### src/rtl/instr_sequencer.sv
// instr_sequencer: program store that captures trainer_dip words and replays them to the CPU.
// Latency: one cycle from step_pulse or timer terminal count to instr/instr_valid.
// No backpressure; pulses are acted on at once or dropped. Build option SEQ_LOOP_EN repeats the program in RUN.
module instr_sequencer #(
  parameter int DEPTH    = 16,
  parameter int ADDR_W   = 4,
  parameter int STEP_DIV = 25000000
) (
  input  logic              clk,
  input  logic              rst,
  input  logic [7:0]        trainer_dip,
  input  logic              load_pulse,
  input  logic              run_pulse,
  input  logic              step_pulse,
  input  logic              halt_pulse,
  input  logic              clear_pulse,
  output logic [7:0]        instr,
  output logic              instr_valid,
  output logic [ADDR_W-1:0] rd_ptr,
  output logic [ADDR_W:0]   count,
  output logic              busy,
  output logic              overflow
);

  localparam int TW = (STEP_DIV > 1) ? $clog2(STEP_DIV) : 1;
  localparam logic [TW-1:0] T_LAST = TW'(STEP_DIV - 1);
  localparam logic [ADDR_W:0] FULL = (ADDR_W + 1)'(DEPTH);
`ifdef SEQ_LOOP_EN
  localparam bit LOOP = 1'b1;
`else
  localparam bit LOOP = 1'b0;
`endif

  typedef enum logic {IDLE, RUN} state_t;

  state_t          state, state_nxt;
  logic [TW-1:0]   timer;
  logic [7:0]      mem [DEPTH];
  logic [ADDR_W:0] ptr_inc;
  logic            last_word;
  logic            timer_term;
  logic            do_issue, do_load, do_ovf, do_clear, do_start, do_halt;

  assign ptr_inc    = {1'b0, rd_ptr} + (ADDR_W + 1)'(1);
  assign last_word  = !(ptr_inc < count);
  assign timer_term = (timer == T_LAST);
  assign busy       = (state == RUN);

  // State register.
  always_ff @(posedge clk or posedge rst) begin
    if (rst) state <= IDLE;
    else     state <= state_nxt;
  end

  // Pulse decode by priority halt > clear > run > step > load; next state.
  always_comb begin
    state_nxt = state;
    do_issue  = 1'b0;
    do_load   = 1'b0;
    do_ovf    = 1'b0;
    do_clear  = 1'b0;
    do_start  = 1'b0;
    do_halt   = 1'b0;
    case (state)
      IDLE: begin
        if (halt_pulse) begin
          // halt has nothing to stop here but still masks the lower-priority pulses
        end else if (clear_pulse) begin
          do_clear = 1'b1;
        end else if (run_pulse) begin
          if (count != '0) begin
            do_start  = 1'b1;
            state_nxt = RUN;
          end
        end else if (step_pulse) begin
          do_issue = (count != '0);
        end else if (load_pulse) begin
          do_load = (count < FULL);
          do_ovf  = !(count < FULL);
        end
      end
      RUN: begin
        if (halt_pulse) begin
          do_halt   = 1'b1;
          state_nxt = IDLE;
        end else if (timer_term) begin
          do_issue = 1'b1;
          if (last_word && !LOOP) state_nxt = IDLE;
        end
      end
      default: state_nxt = IDLE;
    endcase
  end

  // Issue-rate timer: free-runs 0..STEP_DIV-1 while in RUN, parked at 0 otherwise.
  always_ff @(posedge clk or posedge rst) begin
    if (rst)                       timer <= '0;
    else if (do_start || do_halt)  timer <= '0;
    else if (state == RUN)         timer <= timer_term ? '0 : timer + TW'(1);
  end

  // Program memory write; contents are not reset.
  always_ff @(posedge clk) begin
    if (do_load) mem[count[ADDR_W-1:0]] <= trainer_dip;
  end

  // Issue register, read pointer, word count and sticky overflow.
  always_ff @(posedge clk or posedge rst) begin
    if (rst) begin
      instr       <= '0;
      instr_valid <= 1'b0;
      rd_ptr      <= '0;
      count       <= '0;
      overflow    <= 1'b0;
    end else begin
      instr_valid <= do_issue;
      if (do_issue) begin
        instr  <= mem[rd_ptr];
        rd_ptr <= last_word ? '0 : rd_ptr + ADDR_W'(1);
      end
      if (do_clear) begin
        count  <= '0;
        rd_ptr <= '0;
      end
      if (do_load) count    <= count + (ADDR_W + 1)'(1);
      if (do_ovf)  overflow <= 1'b1;
    end
  end

endmodule

### config.mk
export PLATFORM = sky130hd
export DESIGN_NAME = instr_sequencer
export DESIGN_NICKNAME = d
export VERILOG_FILES = /design/src/rtl/instr_sequencer.sv
export SDC_FILE = /design/constraint.sdc
export NUM_CORES = 1
export LEC_CHECK = 0
export ABC_CLOCK_PERIOD_IN_PS = 3400
export CAP_MARGIN = 20
export CORE_ASPECT_RATIO = 1.1
export CORE_MARGIN = 2
export CORE_UTILIZATION = 50
export CTS_CLUSTER_DIAMETER = 200
export CTS_CLUSTER_SIZE = 8
export DETAILED_ROUTE_END_ITERATION = 8
export GPL_TIMING_DRIVEN = 0
export PLACE_DENSITY = 0.68
export SLEW_MARGIN = 40
export SYNTH_ARGS = -nofsm -noshare
export SYNTH_HDL_FRONTEND = slang
export SYNTH_SLANG_ARGS = --single-unit
export TNS_END_PERCENT = 1
### constraint.sdc
create_clock -name clk -period 3.4 [get_ports clk]
set_input_delay 0.68 -clock clk [delete_from_list [all_inputs] [get_ports clk]]
set_output_delay 0.68 -clock clk [all_outputs]
set_load 0.02 [all_outputs]
==> results of run 1 <==
==> final cells by class <==
| class | instances | area share |
|---|---|---|
| clock buffer | 25 | 0.0583 |
| inverter | 10 | 0.00470 |
| multi-input combinational | 262 | 0.266 |
| buffer | 21 | 0.0119 |
| clock inverter | 7 | 0.00470 |
| tap | 192 | 0.0282 |
| sequential | 173 | 0.584 |
| timing repair buffer | 35 | 0.0423 |
==> layer usage <==
metal / global-route usage / routed length (um) / up-vias
met5: 0 / 0 / -
met4: 0.0791 / 374 / 0
met3: 0.0421 / 661 / 25
met2: 0.338 / 7740 / 105
met1: 0.270 / 6490 / 2171
li1: - / - / 1923
==> per-stage QoR <==
stage | instances | instance area, sq um | util | hold slack, ns
2_1_floorplan | 466 | 7380 | - | 0.494
3_3_place_gp | 692 | 7960 | 0.551 | 0.464
3_5_place_dp | 693 | 7980 | 0.552 | 0.465
4_1_cts | 725 | 8520 | 0.589 | 0.482
5_1_grt | 725 | 8520 | 0.589 | 0.505
6_report | 725 | 8520 | 0.589 | 0.480
==> synth_stat cells (3+ instances only) <==
master      n
nor2_1     24
or3_1       4
nand4_1    10
nor4b_1     4
and2_1     18
a22oi_1    16
buf_1       3
and3_1      4
nor3_1     11
mux4_2     32
dfrtp_1    45
nor3b_1     4
o21a_1      3
edfxtp_1  128
o21ai_0    11
nand2_1    27
nand3_1     7
clkbuf_1    7
nor2b_1     5
inv_1      10
a21oi_1     6
ha_1       10
buf_2       9
nor4_1      6
xnor2_1    18
mux2_2      8
==> cells by family after synthesis <==
logic type / after synthesis / synth area share
flops: 173 / 0.674
mux: 42 / 0.113
buf+inv: 31 / 0.0188
fa+ha+maj: 10 / 0.0170
compound gates: 50 / 0.0450
simple gates: 141 / 0.110
xor+xnor: 19 / 0.0226
==> worst max path at each step <==
stage / to / slack, ns / depth (start not counted)
2_1_floorplan: timer[23] / 1.10 / 7
3_5_place_dp: mem[12][4] / 0.05 / 6
6_report: mem[13][6] / 0.45 / 6
5_1_grt: mem[13][6] / 0.22 / 6
4_1_cts: mem[12][2] / 0.49 / 6
3_3_place_gp: mem[12][0] / 0.12 / 6
==> worst reg2reg max path, stage by stage (launching register included) <==
cell and delay [ns]:
dfrtp_1 0.41, clkbuf_1 0.40, buf_1 0.54, nand3_1 0.18
xnor2_1 0.22, ha_1 0.27, nand2_1 0.07, o21a_1 0.21
inv_1 0.10, a311oi_1 0.27
==> state kept, by name, summed over array words and instances (netlist names) <==
name,flops
count,5
overflow,1
busy,1
rd_ptr,4
mem,128
instr,8
instr_valid,1
timer,25
==> power by group <==
group | total (mW) | switching [mW] | internal [mW]
clock | 1.75 | 0.736 | 1.01
combinational | 0.173 | 0.0998 | 0.0730
sequential | 2.32 | 0.0194 | 2.30
total | 4.24 | 0.856 | 3.38
==> flow_summary.yaml, run 1 <==
status:
  status: "complete, no violations"
worst_hold_path:
  hold_depth: 1
  min-delay-start: "overflow"
  hold_path.class: "flip-flop to flip-flop"
  min_to: "overflow"
clock_tree:
  cts.sinks: 173
  cts_resized: 0
  cts-root-buf: "clkbuf_16"
  cts_buffers: 17
  clk_pin_slew_worst_paths_ns: 0.06
  h-tree-depth: 4
  cts.hold.buffers_added: 0
  cts_tree: "built"
  clkLatencyLatePin_ns: 0.42
  postCtsSetupBuffers: 0
  cts_buffer_depth: 2
drt:
  drt_iter0_markers: 412
  drc: 0
  post_drt_via_cell_ratio: 5.83
  ant_nets: 0
  drtPass1Iterations: 4
  drt-total-wl_mm: 15.3
  routedWlPerCell_um: 21.0
  num_vias: 4224
critical_path:
  path_delay_family: "simple AND/OR/NAND/NOR gates"
  arrival_ns: 3.02
  rrSetupSlack_ns: 0.65
  crit_path_end_kind: "flip-flop"
  critPathKind: "primary input to flip-flop"
  timing.rr.start: "rd_ptr[1]"
  slowest_delay_ns: 0.60
  r2r_end: "busy"
  cp_cell_sequence: "clkdlybuf4s50_1 > nor2_1 > nand4b_1 > nand2b_1 > nor3_1 > and2_1"
  critPathMaxFanout: 8
  crit_start: "halt_pulse"
  slowest_stage: "nor3_1"
  critical_path_required_ns: 3.47
  worst_r2r_path_depth: 9
  path_buf_inv: 1
  worstSetupStartpointType: "primary input"
power_and_ir_drop:
  total_power_mw: 4.24
  vdd_drop_max_v: 0.000395
  p_leak_nw: 2.99
  p_per_area_nw_per_um2: 497
grt:
  overflow: 0
  antenna_found_initial: 0
  track_usage: 0.205
  grt_start_max_net_pins: 36
  grt_pass1_wl_mm: 23.9
  grt_pass1_vias: 4302
synthesis:
  synth_largest_area_cell: "edfxtp_1"
  async_flop_share: 0.260
  syn_inst: 466
  ys.flop_type: "edfxtp_1"
  ys_ff_latch: 173
  syn_nets: 491
  synth_cell_types: 54
  synth_edf_count: 128
  syn_area_per_cell_sq_um: 15.8
  synth.area.top_cells: "edfxtp_1, dfrtp_1, mux4_2"
  synth_top_area_frac: 0.521
  yosysSeqAreaShare: 0.674
  yosysWarnings: 0
  syn_area_sq_um: 7380
layout:
  multiInputGateArea_sq_um: 2270
  mostFrequentLayoutCell: "edfxtp_1"
  fill_cells: 1088
  diodes: 0
  seqCellArea_sq_um: 4970
  fin_nets: 545
  final_cell_mix: "edfxtp_1, dfrtp_1, clkdlybuf4s50_1"
  drive_gt1_frac: 0.167
  layout-area-overhead-vs-synth_pct: 15.5
place:
  hpwl_mm: 10.3
  place_ws_ns: 0.0506
  placement.io_buffers: 34
  place.gp.congestion: 0.826
timing:
  finClkSkew_ns: 0.00887
  period_share: 0.868
  report.final.slew_viol_count: 0
  rsz0062_at_grt: "no"
  post-route-min-period_ns: 2.95
  worst_slack_ns: 0.449
  final-setup-viol-count: 0
  max_freq_mhz: 339
  worst_pin_slew_ns: 0.713
  setup_tns_ns: 0
  relSlewSlack: 0.521
  finalHoldViolCount: 0
run:
  cap_violations: 0
die:
  pin_count: 35
  start_util: 0.511
  die_h_um: 131
  row_count: 46
  die_w_um: 120
  dieArea_sq_um: 15700
  core-area_sq_um: 14400
Note: power is estimated with default switching activity, not from simulation.
==> inputs of run 2 (changes only) <==
Settings changed: CORE_ASPECT_RATIO 1.1 to 0.75, SLEW_MARGIN 40 to 20.
==> run 2 against run 1 <==
Final area is 0.93% higher. Cell count up 1.1%. Highest routed layer unchanged. Flip-flop and latch count stayed put. First-iteration DRC count rose by 14%. Wire length up 2.3%. Clock skew fell by 0.00089 ns. Global-route usage up 1.4 points. Sequential power hardly changed. Via count rose by 0.97%. Non-clock buffer count did not move. Count of clock-buffer cells in the layout decreased by 7.
==> flow_summary.yaml, run 2 (same netlist as run 1, synthesis figures left out) <==
layout:
  final_cell_mix: "edfxtp_1, dfrtp_1, clkdlybuf4s50_1"
  layout-area-overhead-vs-synth_pct: 16.5
  mostFrequentLayoutCell: "edfxtp_1"
  drive_gt1_frac: 0.174
  fin_nets: 545
  diodes: 0
  utilization: 0.595
  fin_area_sq_um: 8590
  final_cells: 733
  largest_reg_flops: 128
timing:
  max_freq_mhz: 341
  worst_slack_ns: 0.471
  hold-worst-slack_ns: 0.507
  finalHoldViolCount: 0
  final-setup-viol-count: 0
  finClkSkew_ns: 0.00797
  report.final.slew_viol_count: 0
  rsz0062_at_grt: "no"
  worst_pin_slew_ns: 0.838
  period_share: 0.861
  relSlewSlack: 0.439
  post-route-min-period_ns: 2.93
  setup_tns_ns: 0
place:
  placement.io_buffers: 34
  postPlaceCellArea_sq_um: 7990
  place_ws_ns: -0.0104
  hpwl_mm: 10.5
  dp_cells: 701
  place.gp.congestion: 0.786
grt:
  grt_start_max_net_pins: 29
  grt_pass1_vias: 4258
  overflow: 0
  grt_pass1_wl_mm: 24.6
  antenna_found_initial: 1
  track_usage: 0.219
drt:
  drt-total-wl_mm: 15.6
  post_drt_via_cell_ratio: 5.82
  drc: 0
  ant_nets: 0
  num_vias: 4265
  drt_iter0_markers: 470
  routedWlPerCell_um: 21.3
  drtPass1Iterations: 5
die:
  dieArea_sq_um: 15700
  row_count: 38
  die_w_um: 144
  start_util: 0.510
  core-area_sq_um: 14500
  pin_count: 35
  die_h_um: 109
power_and_ir_drop:
  total_power_mw: 4.48
  vdd_drop_max_v: 0.000366
  pwr-share-clk: 0.445
  p_switching_uw: 942
  pwr-share-comb: 0.038
  p_int_mw: 3.54
  p_leak_nw: 3.02
  p_per_area_nw_per_um2: 521
  seqPwrFrac: 0.517
  switching_share: 0.210
worst_hold_path:
  min-delay-start: "overflow"
  hold_path.class: "flip-flop to flip-flop"
critical_path:
  slowest_delay_ns: 0.55
  timing.rr.start: "rd_ptr[1]"
  critPathMaxFanout: 8
  worstSetupStartpointType: "primary input"
  critPathKind: "primary input to flip-flop"
  slowest_stage: "and2_1"
  crit_path_end_kind: "flip-flop"
  arrival_ns: 2.99
  crit_start: "halt_pulse"
  critical_path_required_ns: 3.46
  path_delay_family: "simple AND/OR/NAND/NOR gates"
  cp_cell_sequence: "clkdlybuf4s50_1 > nor2_1 > nand4b_1 > nand2b_1 > nor3_1 > and2_1"
  path_buf_inv: 1
clock_tree:
  postCtsSetupBuffers: 0
  cts_buffer_depth: 2
  cts-root-buf: "clkbuf_16"
  cts_buffers: 17
  cts.sinks: 173
  clk_pin_slew_worst_paths_ns: 0.07
  h-tree-depth: 4
  cts_resized: 0
  clkLatencyLatePin_ns: 0.42
  cts_tree: "built"
  cts.hold.buffers_added: 0
run:
  cap_violations: 0
status:
  status: "complete, no violations"
-- run 2: layout make-up --
cell class	count	area, sq um
clock inverter	14	179
clock buffer	18	429
timing repair buffer	35	360
fill	1118	5860
tap	200	250
inverter	10	37.5
sequential	173	4970
buffer	21	101
multi-input combinational	262	2270
-- run 2: per-layer routing --
layer | GRT usage | up-vias | wire (um)
li1 | - | 1916 | -
met1 | 0.331 | 2192 | 7530
met2 | 0.318 | 137 | 7050
met3 | 0.0567 | 20 | 870
met4 | 0.0624 | 0 | 169
met5 | 0 | - | 0
-- run 2: path summary, 6_finish.rpt --
kind	slack [ns]	endpoint	cells after the start
max	0.47	mem[12][6]	6
min	0.51	overflow	1
max reg2reg	0.64	rd_ptr[1]	9
min reg2reg	0.51	overflow	1
max in group asynchronous	2.34	instr[3]	3
min in group asynchronous	0.56	timer[20]	2
-- run 2: power by group through the flow --
stage | Clock [mW] | Sequential [mW] | Combinational, mW
2_1_floorplan | 0 | 2.38 | 0.0545
3_3_place_gp | 0 | 2.36 | 0.164
3_5_place_dp | 0 | 2.36 | 0.173
4_1_cts | 2.02 | 2.32 | 0.174
5_1_grt | 2.12 | 2.32 | 0.190
6_report | 1.99 | 2.32 | 0.172
